## src/rtl/vga_timing_pkg.sv

```systemverilog
// Shared raster timing constants (640x480@60 defaults) and elaboration-time helpers.
package vga_timing_pkg;

  localparam int unsigned VGA_H_DISP = 640;
  localparam int unsigned VGA_H_FP   = 16;
  localparam int unsigned VGA_H_PW   = 96;
  localparam int unsigned VGA_H_BP   = 48;
  localparam int unsigned VGA_V_DISP = 480;
  localparam int unsigned VGA_V_FP   = 10;
  localparam int unsigned VGA_V_PW   = 2;
  localparam int unsigned VGA_V_BP   = 33;

  function automatic int unsigned h_total(input int unsigned disp, input int unsigned fp,
                                          input int unsigned pw, input int unsigned bp);
    return disp + fp + pw + bp;
  endfunction

  function automatic int unsigned v_total(input int unsigned disp, input int unsigned fp,
                                          input int unsigned pw, input int unsigned bp);
    return disp + fp + pw + bp;
  endfunction

  // Smallest r with 2**r >= v.
  function automatic int unsigned clog2(input int unsigned v);
    int unsigned r;
    r = 0;
    for (int i = 0; i < 32; i++) begin
      if ((64'(1) << i) < 64'(v)) r = 32'(i + 1);
    end
    return r;
  endfunction

endpackage

```

## src/rtl/raster_axis_cnt.sv

```systemverilog
// One raster axis: wrapping position counter with display/sync/last decode.
module raster_axis_cnt
  import vga_timing_pkg::*;
#(
  parameter int unsigned DISP = VGA_H_DISP,
  parameter int unsigned FP   = VGA_H_FP,
  parameter int unsigned PW   = VGA_H_PW,
  parameter int unsigned BP   = VGA_H_BP,
  parameter int unsigned W    = 10
) (
  input  logic         clk,
  input  logic         rst_n,
  input  logic         en,
  output logic         wrap,
  output logic [W-1:0] cnt_o,
  output logic         sync_c,
  output logic         disp_c,
  output logic         last_c
);

  localparam int unsigned TOTAL = h_total(DISP, FP, PW, BP);

  logic [W-1:0] cnt_q, cnt_d;

  assign last_c = (cnt_q == W'(TOTAL - 1));
  assign disp_c = (cnt_q < W'(DISP));
  assign sync_c = (cnt_q >= W'(DISP + FP)) && (cnt_q < W'(DISP + FP + PW));
  assign wrap   = en & last_c;
  assign cnt_o  = cnt_q;

  always_comb begin
    cnt_d = cnt_q;
    if (en) cnt_d = last_c ? '0 : cnt_q + W'(1);
  end

  always_ff @(posedge clk or negedge rst_n) begin
    if (!rst_n) cnt_q <= '0;
    else        cnt_q <= cnt_d;
  end

endmodule

```

## src/rtl/vga_timing_gen.sv

```systemverilog
// Parametrised raster timing generator; outputs are the registered decode of the
// pre-increment counters, so they trail the counters by one pixel tick.
module vga_timing_gen
  import vga_timing_pkg::*;
#(
  parameter int unsigned H_DISP = VGA_H_DISP,
  parameter int unsigned H_FP   = VGA_H_FP,
  parameter int unsigned H_PW   = VGA_H_PW,
  parameter int unsigned H_BP   = VGA_H_BP,
  parameter int unsigned V_DISP = VGA_V_DISP,
  parameter int unsigned V_FP   = VGA_V_FP,
  parameter int unsigned V_PW   = VGA_V_PW,
  parameter int unsigned V_BP   = VGA_V_BP,
  parameter bit          H_POL  = 1'b0,
  parameter bit          V_POL  = 1'b0,
  parameter int unsigned X_W    = clog2(h_total(H_DISP, H_FP, H_PW, H_BP)),
  parameter int unsigned Y_W    = clog2(v_total(V_DISP, V_FP, V_PW, V_BP))
) (
  input  logic           clk,
  input  logic           rst_n,
  input  logic           pix_en,
  output logic           hsync,
  output logic           vsync,
  output logic           active,
  output logic [X_W-1:0] pix_x,
  output logic [Y_W-1:0] pix_y,
  output logic           line_start,
  output logic           frame_start
);

  localparam int unsigned H_TOTAL = h_total(H_DISP, H_FP, H_PW, H_BP);
  localparam int unsigned V_TOTAL = v_total(V_DISP, V_FP, V_PW, V_BP);

  if (H_DISP == 0 || H_FP == 0 || H_PW == 0 || H_BP == 0 ||
      V_DISP == 0 || V_FP == 0 || V_PW == 0 || V_BP == 0) begin : g_zero_param
    $error("vga_timing_gen: display/porch/pulse parameters must be non-zero");
  end
  if ((64'(1) << X_W) < 64'(H_TOTAL) || (64'(1) << Y_W) < 64'(V_TOTAL)) begin : g_narrow_cnt
    $error("vga_timing_gen: X_W/Y_W too narrow for the raster totals");
  end

  logic           h_wrap, h_sync, h_disp, h_last;
  logic           v_wrap, v_sync, v_disp, v_last;
  logic [X_W-1:0] h_cnt;
  logic [Y_W-1:0] v_cnt;

  raster_axis_cnt #(
    .DISP(H_DISP), .FP(H_FP), .PW(H_PW), .BP(H_BP), .W(X_W)
  ) u_h_axis (
    .clk(clk), .rst_n(rst_n), .en(pix_en), .wrap(h_wrap),
    .cnt_o(h_cnt), .sync_c(h_sync), .disp_c(h_disp), .last_c(h_last)
  );

  // The vertical axis steps on the horizontal wrap, so vsync only moves at line boundaries.
  raster_axis_cnt #(
    .DISP(V_DISP), .FP(V_FP), .PW(V_PW), .BP(V_BP), .W(Y_W)
  ) u_v_axis (
    .clk(clk), .rst_n(rst_n), .en(h_wrap), .wrap(v_wrap),
    .cnt_o(v_cnt), .sync_c(v_sync), .disp_c(v_disp), .last_c(v_last)
  );

  logic unused_flags;
  assign unused_flags = &{1'b0, h_last, v_wrap, v_last};

  logic           hsync_q, hsync_d;
  logic           vsync_q, vsync_d;
  logic           active_q, active_d;
  logic [X_W-1:0] pix_x_q, pix_x_d;
  logic [Y_W-1:0] pix_y_q, pix_y_d;
  logic           line_start_q, line_start_d;
  logic           frame_start_q, frame_start_d;

  // Strobes default low so they last exactly one clk regardless of pix_en duty.
  always_comb begin
    hsync_d       = hsync_q;
    vsync_d       = vsync_q;
    active_d      = active_q;
    pix_x_d       = pix_x_q;
    pix_y_d       = pix_y_q;
    line_start_d  = 1'b0;
    frame_start_d = 1'b0;
    if (pix_en) begin
      hsync_d       = h_sync ? H_POL : ~H_POL;
      vsync_d       = v_sync ? V_POL : ~V_POL;
      active_d      = h_disp & v_disp;
      pix_x_d       = (h_disp & v_disp) ? h_cnt : '0;
      pix_y_d       = (h_disp & v_disp) ? v_cnt : '0;
      line_start_d  = (h_cnt == '0);
      frame_start_d = (h_cnt == '0) && (v_cnt == '0);
    end
  end

  always_ff @(posedge clk or negedge rst_n) begin
    if (!rst_n) begin
      hsync_q       <= ~H_POL;
      vsync_q       <= ~V_POL;
      active_q      <= 1'b0;
      pix_x_q       <= '0;
      pix_y_q       <= '0;
      line_start_q  <= 1'b0;
      frame_start_q <= 1'b0;
    end else begin
      hsync_q       <= hsync_d;
      vsync_q       <= vsync_d;
      active_q      <= active_d;
      pix_x_q       <= pix_x_d;
      pix_y_q       <= pix_y_d;
      line_start_q  <= line_start_d;
      frame_start_q <= frame_start_d;
    end
  end

  assign hsync       = hsync_q;
  assign vsync       = vsync_q;
  assign active      = active_q;
  assign pix_x       = pix_x_q;
  assign pix_y       = pix_y_q;
  assign line_start  = line_start_q;
  assign frame_start = frame_start_q;

endmodule

```

## config.mk

```make
export PLATFORM = sky130hd
export DESIGN_NAME = vga_timing_gen
export DESIGN_NICKNAME = d
export VERILOG_FILES = /design/src/rtl/vga_timing_pkg.sv /design/src/rtl/raster_axis_cnt.sv /design/src/rtl/vga_timing_gen.sv
export SDC_FILE = /design/constraint.sdc
export NUM_CORES = 1
export LEC_CHECK = 0
export CAP_MARGIN = 20
export CORE_MARGIN = 1
export CORE_UTILIZATION = 35
export CTS_CLUSTER_DIAMETER = 60
export DETAILED_ROUTE_END_ITERATION = 7
export SYNTH_ARGS = -nofsm -noshare
export SYNTH_HDL_FRONTEND = slang
export SYNTH_SLANG_ARGS = --single-unit
```

## constraint.sdc

```tcl
create_clock -name clk -period 1.59 [get_ports clk]
set_clock_uncertainty 0.15 [all_clocks]
set_input_delay 0.2385 -clock clk [delete_from_list [all_inputs] [get_ports clk]]
set_output_delay 0.2385 -clock clk [all_outputs]
set_load 0.02 [all_outputs]
```

==> impl_metrics.toml <==
[timing]
hold_violations = 0
drv_slew = 0
whs_ns = 0.271
tns_ns = -0.180
rsz0062_at_grt = "yes"
tightest_slew_ns = 0.332
clock.fmax_ghz = 0.599
timing.final.crit_share_pct = 105
period_minus_slack_ns = 1.67
worst_slack_ns = -0.0796
relSlewSlack_pct = 77.8
setup_viol = 6

[synth]
async_reset_ff_share_pct = 100
yosys.area_share.simple_pct = 20.1
synth_cells = 179
yosys_warnings = 0
synth_fa_ha_area_share_pct = 2.46
synthMuxAreaShare_pct = 0.983
netlist_area_sq_um = 2040
synth_compound_area_share_pct = 12.3
synth_edf_count = 0
synth_xor_area_share_pct = 4.30
synth_cell_types = 42
syn-num-nets = 186
seq_area_frac_synth_pct = 55.4
synth_ff_type = "dfrtp_1"
synth_top_family_by_area = "simple AND/OR/NAND/NOR gates"
postSynthAreaPerCell_sq_um = 11.4
synth-seq-cells = 45

[critical_path]
rrSetupSlack_ns = -0.08
setup.worst_path.start_class = "register"
r2r_start = "u_h_axis.cnt_o[6]"
worstSetupPathType = "register to register"
critPathRequiredTime_ns = 1.68
endpoint_kind = "register"
cp_max_fo = 7
crit_chain = "and4bb_4 -> nand4_4 -> or4_4 -> o21ai_2"
cp-startpoint = "u_h_axis.cnt_o[6]"
worst_path_max_delay_cell = "or4_4"
crit_arrival_ns = 1.76
cp_num_buf_inv = 0
endpoint = "u_v_axis.cnt_o[9]"
r2r_end = "u_v_axis.cnt_o[9]"
cp.depth = 4
rr_worst_depth = 4
critPathMaxStageDelay_ns = 0.52
cp_top_family = "simple AND/OR/NAND/NOR gates"

[grt]
grt_pass1_wl_um = 8420
grt_antenna_before_repair = 0
first_global_vias = 1688
grt_usage_pct = 17.9
overflow = 0
grt_max_degree = 46

[drt]
ant_nets = 0
viasPerCell = 5.10
first_pass_iters = 5
vias = 1669
drc = 0
drt_iter0_markers = 158
wire_per_inst_um = 15.3
wl_um = 5000

[clock_network]
ctsHtreeMaxLevel = 2
cts_inserted_buffers = 5
cts_tree = "done"
clkTransAtPathRegs_ns = 0.09
clockBufferDepth = 2
insertion_delay_ns = 0.30
cts-root-buf = "clkbuf_8"
clock-sinks = 45

[power]
power_density_nw_per_um2 = 917
vdd_drop_max_uv = 540
power.leakage_nw = 1.51

[placed_design]
dp_cells = 311
dpl.hpwl_um = 3320
gp_congestion = 0.847
io_buffers = 27

[layout]
drive_gt1_share_pct = 35.3
layout_commonest_cell = "dfrtp_1"
fin_nets = 261
layout.cells.most_common_list = "dfrtp_1 (42), buf_4 (41), dlygate4sd2_1 (25)"
area.growth.synth_to_final_pct = 46.3
layout.cells.non_filler = 327
diodes = 0

[floorplan]
start_util_pct = 36.5
die_height_um = 78.3
fp-row-count = 27
io_pins = 28
die_w_um = 78.3
die_area_sq_um = 6130
core_region_area_sq_um = 5570

[flow_run]
maxCapViolations = 0

[min_path]
hp-class = "input pin to async pin"

[run_status]
outcome = "finished with violations"
failed_checks = "setup timing"
[sequential cells by signal, indices dropped and copies added, names as in the netlist]
name	cells
active	1
frame_start	1
hsync	1
line_start	1
pix_x	10
pix_y	10
u_h_axis.cnt_o	10
u_v_axis.cnt_o	10
vsync	1
[synth_stat cells (3+ instances only)]
| cell type | instances | share of area (%) |
|---|---|---|
| nor2_1 | 7 | 1.3 |
| xor2_1 | 4 | 1.7 |
| clkbuf_1 | 3 | 0.55 |
| a21oi_1 | 3 | 0.74 |
| and3_1 | 3 | 0.92 |
| inv_1 | 8 | 1.5 |
| dfrtp_1 | 43 | 53 |
| nor4_1 | 3 | 0.92 |
| and3_2 | 3 | 1.1 |
| nand4_1 | 4 | 1.2 |
| a22o_1 | 17 | 7.3 |
| ha_1 | 4 | 2.5 |
| nor3_1 | 5 | 1.2 |
| buf_2 | 4 | 0.98 |
| nand3_1 | 15 | 3.7 |
| xnor2_1 | 6 | 2.6 |
| nand2_1 | 10 | 1.8 |
| o21ai_0 | 7 | 1.7 |
[power by group]
part / total (mW) / internal, mW / switching, mW
Combinational: 0.559 / 0.270 / 0.289
Sequential: 1.26 / 1.21 / 0.0502
Clock: 0.910 / 0.511 / 0.399
[how the worst min path moves through the flow]
stage / startpoint / endpoint / slack (ns) / depth (start not counted)
5_1_grt: rst_n / pix_x[6] / 0.33 / 3
6_report: rst_n / pix_x[4] / 0.27 / 3
2_1_floorplan: rst_n / active / -0.21 / 0
3_5_place_dp: rst_n / u_h_axis.cnt_o[7] / 0.09 / 2
3_3_place_gp: rst_n / pix_y[9] / 0.09 / 2
4_1_cts: rst_n / u_h_axis.cnt_o[9] / 0.30 / 3
[area by class of cell]
type	count	area (sq um)
fill	501	2590
sequential	45	1130
multi-input combinational	116	931
timing repair buffer	78	679
tap	72	90.1
clock buffer	6	82.6
clock inverter	2	37.5
inverter	8	30.0
[layer usage]
layer  routed length, um  vias up  track usage, %
met3                 230       11            3.60
met2                2290       48            26.6
met1                2360      803            25.4
met4                 120        0            6.85
li1                    -      807               -
met5                   0        -               0
[kinds of logic (layout without fill, tap and decap cells)]
logic type	count (synthesis)	in the layout
AND/OR/NAND/NOR	67	67
buffers and inverters	18	94
flip-flops	45	45
multiplexers	2	2
adder cells (fa/ha/maj)	4	4
XOR/XNOR	10	10
AO/OA/AOI/OAI	33	33
[timing repair]
item                                    CTS  global route
pin swaps                                 7            14
endpoints found under the setup margin   36            35
hold buffers                              1             0
endpoints found under the hold margin    43             0
gates resized for setup                  33            26
buffers inserted                          4             4
[metrics by stage]
step           util, %  total power, mW  cell area [sq um]  worst slack (ns)
6_report          53.5             2.73               2980           -0.0796
5_1_grt           53.5             2.86               2980            -0.130
4_1_cts           51.1             2.72               2850           -0.0953
3_5_place_dp      48.3             1.77               2690            -0.259
3_3_place_gp      48.3             1.77               2690            -0.231
2_1_floorplan        -             1.54               2050           -0.0918
[tightest hold or removal path, cell delays in order]
cell	delay, ns
dlygate4sd3_1	0.52
buf_2	0.12
buf_12	0.23
Power figures use the tool's default switching activity.
